## src/rtl/cb_cfg_pkg.sv

```systemverilog
// Shared sizing helpers, default geometry and FSM encoding for the serially configured connection block.
// Latency: n/a (constants and types only).
// Backpressure: n/a.
package cb_cfg_pkg;

    // Default tile geometry
    localparam int DEF_WS         = 7;
    localparam int DEF_WD         = 6;
    localparam int DEF_WG         = 3;
    localparam int DEF_CLBIN      = 6;
    localparam int DEF_CLBIN0     = 2;
    localparam int DEF_CLBIN1     = 2;
    localparam int DEF_CLBOUT     = 2;
    localparam int DEF_CLBOUT0    = 2;
    localparam int DEF_CLBOUT1    = 2;
    localparam int DEF_CARRY      = 1;
    localparam int DEF_CLBOS      = 2;
    localparam int DEF_CLBOS_BIAS = 1;
    localparam int DEF_CLBOD      = 2;
    localparam int DEF_CLBOD_BIAS = 1;
    localparam int DEF_CLBX       = 1;

    // Output mux: select 0 is pass-through, 1..n_out pick a CLB output
    function automatic int sel_out_w(input int n_out);
        return $clog2(n_out + 1);
    endfunction

    // Input mux candidate count: both sides' singles and doubles, globals, cross-CLB outputs
    function automatic int in_cands(input int ws, input int wd, input int wg, input int n_x);
        return 2 * (ws + wd) + wg + n_x;
    endfunction

    function automatic int sel_in_w(input int ws, input int wd, input int wg, input int n_x);
        return $clog2(in_cands(ws, wd, wg, n_x));
    endfunction

    // Derived sizes and field bases for the default geometry (CFG_W = 44)
    localparam int SEL_PER_OUT = sel_out_w(DEF_CLBOUT0 + DEF_CLBOUT1);
    localparam int SEL_PER_IN0 = sel_in_w(DEF_WS, DEF_WD, DEF_WG, DEF_CLBX * DEF_CLBOUT1);
    localparam int SEL_PER_IN1 = sel_in_w(DEF_WS, DEF_WD, DEF_WG, DEF_CLBX * DEF_CLBOUT0);
    localparam int OS_BASE     = 0;
    localparam int OD_BASE     = OS_BASE + SEL_PER_OUT * 2 * DEF_CLBOS;
    localparam int IN0_BASE    = OD_BASE + SEL_PER_OUT * 2 * DEF_CLBOD;
    localparam int IN1_BASE    = IN0_BASE + SEL_PER_IN0 * DEF_CLBIN0;
    localparam int CFG_W       = IN1_BASE + SEL_PER_IN1 * DEF_CLBIN1;

    typedef enum logic [1:0] {
        IDLE  = 2'd0,
        SHIFT = 2'd1,
        FULL  = 2'd2
    } cb_state_e;

endpackage

```

## src/rtl/cb_cfg_chain.sv

```systemverilog
// Serial config chain: shadow shift register, load counter, FSM and active (live) copy.
// Latency: one clk per shifted bit; active updates on the commit edge, cfg_done the same edge.
// Backpressure: none; commits before a full load are refused and flagged on sticky cfg_err.
// Optional: CB_READBACK_EN lets an IDLE commit (no shift) reload shadow from active for readout.
module cb_cfg_chain
    import cb_cfg_pkg::*;
#(
    parameter int W = CFG_W
) (
    input  logic         clk,
    input  logic         rst,
    input  logic         cfg_en,
    input  logic         cfg_din,
    input  logic         cfg_commit,
    output logic         cfg_dout,
    output logic         cfg_done,
    output logic         cfg_err,
    output logic [W-1:0] active
);

    localparam int                CNT_W    = $clog2(W + 1);
    localparam logic [CNT_W-1:0] CNT_FULL = CNT_W'(W);

    cb_state_e        state;
    cb_state_e        state_n;
    logic [W-1:0]     shadow;
    logic [W-1:0]     shadow_sh;
    logic [W-1:0]     shadow_n;
    logic [W-1:0]     active_n;
    logic [CNT_W-1:0] count;
    logic [CNT_W-1:0] count_sh;
    logic [CNT_W-1:0] count_n;
    logic             done_n;
    logic             err_n;

    assign cfg_dout = shadow[0];

    // Shift step: happens on cfg_en regardless of commit, so a same-cycle commit sees the shifted data
    always_comb begin
        shadow_sh = shadow;
        count_sh  = count;
        if (cfg_en) begin
            shadow_sh = {cfg_din, shadow[W-1:1]};
            if (count != CNT_FULL) begin
                count_sh = count + 1'b1;
            end
        end
    end

    // FSM: shifting advances IDLE->SHIFT->FULL; commit is only honoured once a full frame is loaded
    always_comb begin
        shadow_n = shadow_sh;
        count_n  = count_sh;
        active_n = active;
        state_n  = state;
        done_n   = 1'b0;
        err_n    = cfg_err;
        if (cfg_en) begin
            state_n = (count_sh == CNT_FULL) ? FULL : SHIFT;
        end
        if (cfg_commit) begin
            if (state == FULL) begin
                active_n = shadow_sh;
                done_n   = 1'b1;
                state_n  = IDLE;
                count_n  = '0;
            end
`ifdef CB_READBACK_EN
            else if (state == IDLE && !cfg_en) begin
                shadow_n = active;
                count_n  = CNT_FULL;
                state_n  = FULL;
            end
`endif
            else begin
                err_n = 1'b1;
            end
        end
    end

    // State registers; reset discards any partial load and the live configuration
    always_ff @(posedge clk or posedge rst) begin
        if (rst) begin
            state    <= IDLE;
            shadow   <= '0;
            active   <= '0;
            count    <= '0;
            cfg_done <= 1'b0;
            cfg_err  <= 1'b0;
        end else begin
            state    <= state_n;
            shadow   <= shadow_n;
            active   <= active_n;
            count    <= count_n;
            cfg_done <= done_n;
            cfg_err  <= err_n;
        end
    end

endmodule

```

## src/rtl/connection_block_cfgchain.sv

```systemverilog
// Unidirectional connection block whose mux selects come from a serial, double-buffered config chain.
// Latency: routing is combinational from the active config; a commit is visible right after its edge.
// Backpressure: none; the chain never stalls, early commits only raise cfg_err (CB_READBACK_EN adds readback).
module connection_block_cfgchain
    import cb_cfg_pkg::*;
#(
    parameter int WS         = DEF_WS,
    parameter int WD         = DEF_WD,
    parameter int WG         = DEF_WG,
    parameter int CLBIN      = DEF_CLBIN,
    parameter int CLBIN0     = DEF_CLBIN0,
    parameter int CLBIN1     = DEF_CLBIN1,
    parameter int CLBOUT     = DEF_CLBOUT,
    parameter int CLBOUT0    = DEF_CLBOUT0,
    parameter int CLBOUT1    = DEF_CLBOUT1,
    parameter int CARRY      = DEF_CARRY,
    parameter int CLBOS      = DEF_CLBOS,
    parameter int CLBOS_BIAS = DEF_CLBOS_BIAS,
    parameter int CLBOD      = DEF_CLBOD,
    parameter int CLBOD_BIAS = DEF_CLBOD_BIAS,
    parameter int CLBX       = DEF_CLBX
) (
    input  logic              clk,
    input  logic              rst,
    input  logic [WS-1:0]     single0_in,
    input  logic [WS-1:0]     single1_in,
    output logic [WS-1:0]     single0_out,
    output logic [WS-1:0]     single1_out,
    input  logic [WD-1:0]     double0_in,
    input  logic [WD-1:0]     double1_in,
    output logic [WD-1:0]     double0_out,
    output logic [WD-1:0]     double1_out,
    // "global" is a reserved word, so the global lines use this name
    input  logic [WG-1:0]     global_line,
    input  logic [CLBOUT-1:0] clb0_output,
    input  logic [CLBOUT-1:0] clb1_output,
    input  logic [CARRY-1:0]  clb0_cout,
    input  logic [CARRY-1:0]  clb1_cout,
    output logic [CLBIN-1:0]  clb0_input,
    output logic [CLBIN-1:0]  clb1_input,
    output logic [CARRY-1:0]  clb0_cin,
    output logic [CARRY-1:0]  clb1_cin,
    input  logic              cfg_en,
    input  logic              cfg_din,
    output logic              cfg_dout,
    input  logic              cfg_commit,
    output logic              cfg_done,
    output logic              cfg_err
);

    localparam int N_OUT  = CLBOUT0 + CLBOUT1;
    localparam int SO_W   = sel_out_w(N_OUT);
    localparam int N_BASE = 2 * (WS + WD) + WG;
    localparam int N_IN0  = in_cands(WS, WD, WG, CLBX * CLBOUT1);
    localparam int N_IN1  = in_cands(WS, WD, WG, CLBX * CLBOUT0);
    localparam int SI0_W  = $clog2(N_IN0);
    localparam int SI1_W  = $clog2(N_IN1);
    localparam int OD_B   = SO_W * 2 * CLBOS;
    localparam int IN0_B  = OD_B + SO_W * 2 * CLBOD;
    localparam int IN1_B  = IN0_B + SI0_W * CLBIN0;
    localparam int CW     = IN1_B + SI1_W * CLBIN1;

    logic [CW-1:0]     active;
    logic [N_OUT-1:0]  out_cand;
    logic [N_BASE-1:0] base_cand;
    logic [N_IN0-1:0]  in0_cand;
    logic [N_IN1-1:0]  in1_cand;

    cb_cfg_chain #(
        .W (CW)
    ) u_chain (
        .clk        (clk),
        .rst        (rst),
        .cfg_en     (cfg_en),
        .cfg_din    (cfg_din),
        .cfg_commit (cfg_commit),
        .cfg_dout   (cfg_dout),
        .cfg_done   (cfg_done),
        .cfg_err    (cfg_err),
        .active     (active)
    );

    // Carry chain simply crosses between the two CLBs
    assign clb0_cin = clb1_cout;
    assign clb1_cin = clb0_cout;

    // Output mux candidates; select k picks entry k-1, CLB0 outputs in the low entries
    assign out_cand  = {clb1_output[CLBOUT1-1:0], clb0_output[CLBOUT0-1:0]};
    // Input mux candidates shared by both CLBs, single1_out at the LSB
    assign base_cand = {global_line, double0_out, double1_out, single0_out, single1_out};

    // Track outputs: pass-through unless a targeted track's field selects a CLB output
    always_comb begin
        int t;
        int s;
        t           = 0;
        s           = 0;
        single1_out = single0_in;
        single0_out = single1_in;
        double1_out = double0_in;
        double0_out = double1_in;
        for (int i = 0; i < CLBOS; i++) begin
            t = (i + CLBOS_BIAS * CLBOS) % WS;
            s = int'(active[SO_W * (2 * i) +: SO_W]);
            if (s >= 1 && s <= N_OUT) single1_out[t] = out_cand[s - 1];
            s = int'(active[SO_W * (2 * i + 1) +: SO_W]);
            if (s >= 1 && s <= N_OUT) single0_out[t] = out_cand[s - 1];
        end
        // Only the lower half of the doubles is drivable; the upper half always passes through
        for (int i = 0; i < CLBOD; i++) begin
            t = (i + CLBOD_BIAS * CLBOD) % (WD / 2);
            s = int'(active[OD_B + SO_W * (2 * i) +: SO_W]);
            if (s >= 1 && s <= N_OUT) double1_out[t] = out_cand[s - 1];
            s = int'(active[OD_B + SO_W * (2 * i + 1) +: SO_W]);
            if (s >= 1 && s <= N_OUT) double0_out[t] = out_cand[s - 1];
        end
    end

    // CLB input muxes; out-of-range selects fall back to candidate 0, unused input bits stay 0
    always_comb begin
        int s;
        s          = 0;
        in0_cand   = '0;
        in1_cand   = '0;
        in0_cand[N_BASE-1:0] = base_cand;
        in1_cand[N_BASE-1:0] = base_cand;
        for (int k = 0; k < CLBX * CLBOUT1; k++) in0_cand[N_BASE + k] = clb1_output[k];
        for (int k = 0; k < CLBX * CLBOUT0; k++) in1_cand[N_BASE + k] = clb0_output[k];
        clb0_input = '0;
        clb1_input = '0;
        for (int j = 0; j < CLBIN0; j++) begin
            s = int'(active[IN0_B + SI0_W * j +: SI0_W]);
            clb0_input[j] = (s < N_IN0) ? in0_cand[s] : in0_cand[0];
        end
        for (int j = 0; j < CLBIN1; j++) begin
            s = int'(active[IN1_B + SI1_W * j +: SI1_W]);
            clb1_input[j] = (s < N_IN1) ? in1_cand[s] : in1_cand[0];
        end
    end

endmodule
```

## config.mk

```make
export PLATFORM = sky130hd
export DESIGN_NAME = connection_block_cfgchain
export DESIGN_NICKNAME = d
export VERILOG_FILES = /design/src/rtl/cb_cfg_pkg.sv /design/src/rtl/cb_cfg_chain.sv /design/src/rtl/connection_block_cfgchain.sv
export SDC_FILE = /design/constraint.sdc
export NUM_CORES = 1
export LEC_CHECK = 0
export CAP_MARGIN = 10
export CORE_UTILIZATION = 58
export DETAILED_ROUTE_END_ITERATION = 10
export PLACE_DENSITY = 0.8
export SYNTH_ARGS = -nofsm -noshare
export SYNTH_HDL_FRONTEND = slang
export SYNTH_SLANG_ARGS = --single-unit
```

## constraint.sdc

```tcl
create_clock -name clk -period 9.35 [get_ports clk]
set_input_delay 1.87 -clock clk [delete_from_list [all_inputs] [get_ports clk]]
set_output_delay 1.87 -clock clk [all_outputs]
set_load 0.03 [all_outputs]
```

==> flow_metrics.tcl <==
set metrics [dict create \
    outcome "finished clean" \
    grt_overflow 0 \
    layoutNonFillerInstCount 764 \
    startpoint_type "input port" \
    cts_hold_buf 0 \
    finalNetCount 693 \
    reg2reg_depth 5 \
    post-place-ws_ns 2.82 \
    antenna_found_initial 0 \
    ios 83 \
    clock_sinks 98 \
    leakage_uw 0.00301 \
    yosysTopAreaCellShare 0.405 \
    first_pass_iters 5 \
    grt_start_max_net_pins 73 \
    synthXorXnorAreaFrac 0.00433 \
    vias_per_cell 6.05 \
    worst_pin_slew_ns 1.10 \
    yosys.area.top_type "dfrtp_1" \
    synth_common_cells "nand2_1, dfrtp_1, mux2_2" \
    place_congestion 0.959 \
    fillCellCount 761 \
    hold_viol_final 0 \
    end_kind "primary output" \
    synth.most_common_cell "nand2_1" \
    hold_class "register to register" \
    worstHoldStart "u_chain.cfg_err" \
    post_cts_resized 0 \
    multi_input_area_um2 3140 \
    synth_top_family_by_area "multiplexers" \
    cts_tree "yes" \
    wl_per_cell_um 19.6 \
    vias 4620 \
    ys_types 66 \
    setup_tns_ns 0 \
    post-place-cells 749 \
    setup_violations 0 \
    routed_wl_mm 15.0 \
    h-tree-depth 3 \
    synthMuxAreaShare 0.207 \
    skew_ns 0.0121 \
    ys_async_sr_fraction 1.00 \
    start_util 0.609 \
    synth_seq_cells 98 \
    synth_edf_count 0 \
    drt_iter0_drc 320 \
    crit_path_max_fanout 10 \
    synth_area_um2 6060 \
    synth_compound_area_frac 0.113 \
    drc_errors 0 \
    track_usage 0.290 \
    die_area_um2 10900 \
    design.core.area_um2 9950 \
    die_y_um 104 \
    root_buffer "clkbuf_8" \
    syn_inst 603 \
    grt_pass1_wl_mm 24.3 \
    portBuffers 70 \
    grt_pass1_vias 4621 \
    fin_crit_sh 0.702 \
    synth_ff_type "dfrtp_1" \
    r2r_slack_ns 7.01 \
    seq_area_um2 2450 \
    die_x_um 104 \
    maxSlewViolCount 0 \
    rsz0062_at_grt "false" \
    r2r-start "u_chain.state[0]" \
    yosys_warnings 0 \
    period_minus_slack_ns 6.56 \
    ys_seq_area_frac 0.405 \
    p_per_area_nw_per_um2 167 \
    timing.fmax_mhz 152 \
    ant_nets 0 \
    critical_path_class "input port to primary output" \
    worstSkewPairLatency_ns 0.36 \
    required_ns 7.48 \
    drive_gt1_frac 0.163 \
    finish.utilization 0.685 \
    diodes 0 \
    post_cts.repair.setup_buffers 0 \
    hold_path_end "u_chain.cfg_err" \
    ir_worst_vdd_uv 163 \
    min_path_cells 1 \
    synthTopCellsByArea "dfrtp_1, mux2_2, mux4_2, nand2_1, ha_1" \
    arrival_ns 4.69 \
    synth-simple-area-share 0.134 \
    syn_avg_cell_area_um2 10.1 \
    synthAdderAreaFrac 0.0537 \
    areaGrowthSynthToFinish_pct 12.5 \
    relSlewSlack 0.263 \
    rows 36 \
    max-cap-violations 0 \
    timing.rr.end "u_chain.active[9]" \
    fin_ws_ns 2.79 \
    clkTransAtPathRegs_ns 0.08 \
    cts_buffers 9 \
    cts_buffer_depth 2 \
    hpwlAfterDp_mm 10.8 \
]
## how the worst max path moves through the flow
stage | start | end | slack [ns] | cells after the start
after global routing | clb0_output[0] | clb1_input[0] | 2.62 | 8
after floorplan | clb1_output[0] | clb1_input[1] | 3.97 | 5
after global placement | clb0_output[0] | clb0_input[1] | 2.89 | 7
after CTS | clb0_output[0] | clb0_input[1] | 2.80 | 7
final | clb0_output[0] | clb0_input[0] | 2.79 | 8
after detailed placement | clb0_output[1] | clb0_input[1] | 2.82 | 7
## registers in the layout, indices dropped and copies added, names as in the netlist
name              count
u_chain.shadow       44
u_chain.state         2
u_chain.cfg_done      1
u_chain.cfg_err       1
u_chain.active       44
u_chain.count         6
## cell families (layout without fill, tap and decap cells)
| family | count (synthesis) | count (layout) |
|---|---|---|
| other | 1 | 8 |
| adders and majority gates | 26 | 26 |
| buffers and inverters | 103 | 124 |
| muxes | 92 | 92 |
| xor gates and xnor gates | 3 | 3 |
| DFF | 98 | 98 |
| AOI/OAI and AO/OA | 105 | 105 |
| and+or+nand+nor | 175 | 175 |
## placed cells by master (no fill, tap or decap), drive strengths merged, types with 3 or more instances in the layout
master / synthesis / final
nand2: 108 / 108
dfrtp: 98 / 98
clkdlybuf4s50: 0 / 69
mux2: 54 / 54
inv: 38 / 40
o21ai: 37 / 37
ha: 26 / 26
mux4: 21 / 21
a21oi: 18 / 18
nor2: 18 / 18
mux2i: 17 / 17
nand2b: 11 / 11
clkbuf: 26 / 9
nor2b: 8 / 8
conb: 1 / 8
a211oi: 7 / 7
a31oi: 6 / 6
o211ai: 5 / 5
nor3: 5 / 5
nor3b: 4 / 4
nand4: 3 / 3
o21a: 3 / 3
and2: 3 / 3
a22oi: 3 / 3
and3: 3 / 3
o311ai: 3 / 3
## final cells by class
type / instances / share of cell area
Clock buffer: 9 / 0.0182
Timing Repair Buffer: 71 / 0.103
Sequential cell: 98 / 0.360
Inverter: 38 / 0.0213
Tap cell: 133 / 0.0244
Clock inverter: 6 / 0.0132
Multi-Input combinational cell: 409 / 0.460
## stage by stage
step / total power (µW) / hold slack [ns] / instance area (µm²)
2_1_floorplan: 756 / 0.461 / 6090
5_1_grt: 1190 / 0.521 / 6820
3_3_place_gp: 830 / 0.438 / 6610
3_5_place_dp: 847 / 0.460 / 6610
6_report: 1140 / 0.482 / 6820
4_1_cts: 1140 / 0.480 / 6820
## power breakdown
part           leakage, µW  switching (µW)  internal, µW  total [µW]
logic              0.00166             151           139         290
registers          0.00125            55.2           497         552
clock network     0.000106             144           151         295
total              0.00301             351           786        1140
## layer usage
layer / global-route usage / part of all wire / vias up / wire [µm]
met1: 0.400 / 0.45 / 2264 / 6700
met5: 0 / 0 / - / 0
met4: 0.138 / 0.041 / 0 / 620
met3: 0.0313 / 0.058 / 39 / 860
li1: - / - / 2116 / -
met2: 0.462 / 0.45 / 201 / 6780
## critical path: stages
cell and delay, ns:
clkdlybuf4s50_1 0.57, mux4_2 0.53, and3_1 0.21, a21oi_1 0.39, a21oi_1 0.14, o311ai_1 0.25, a32oi_1 0.12, clkdlybuf4s50_1 0.62
(Power assumes the default switching activity.)
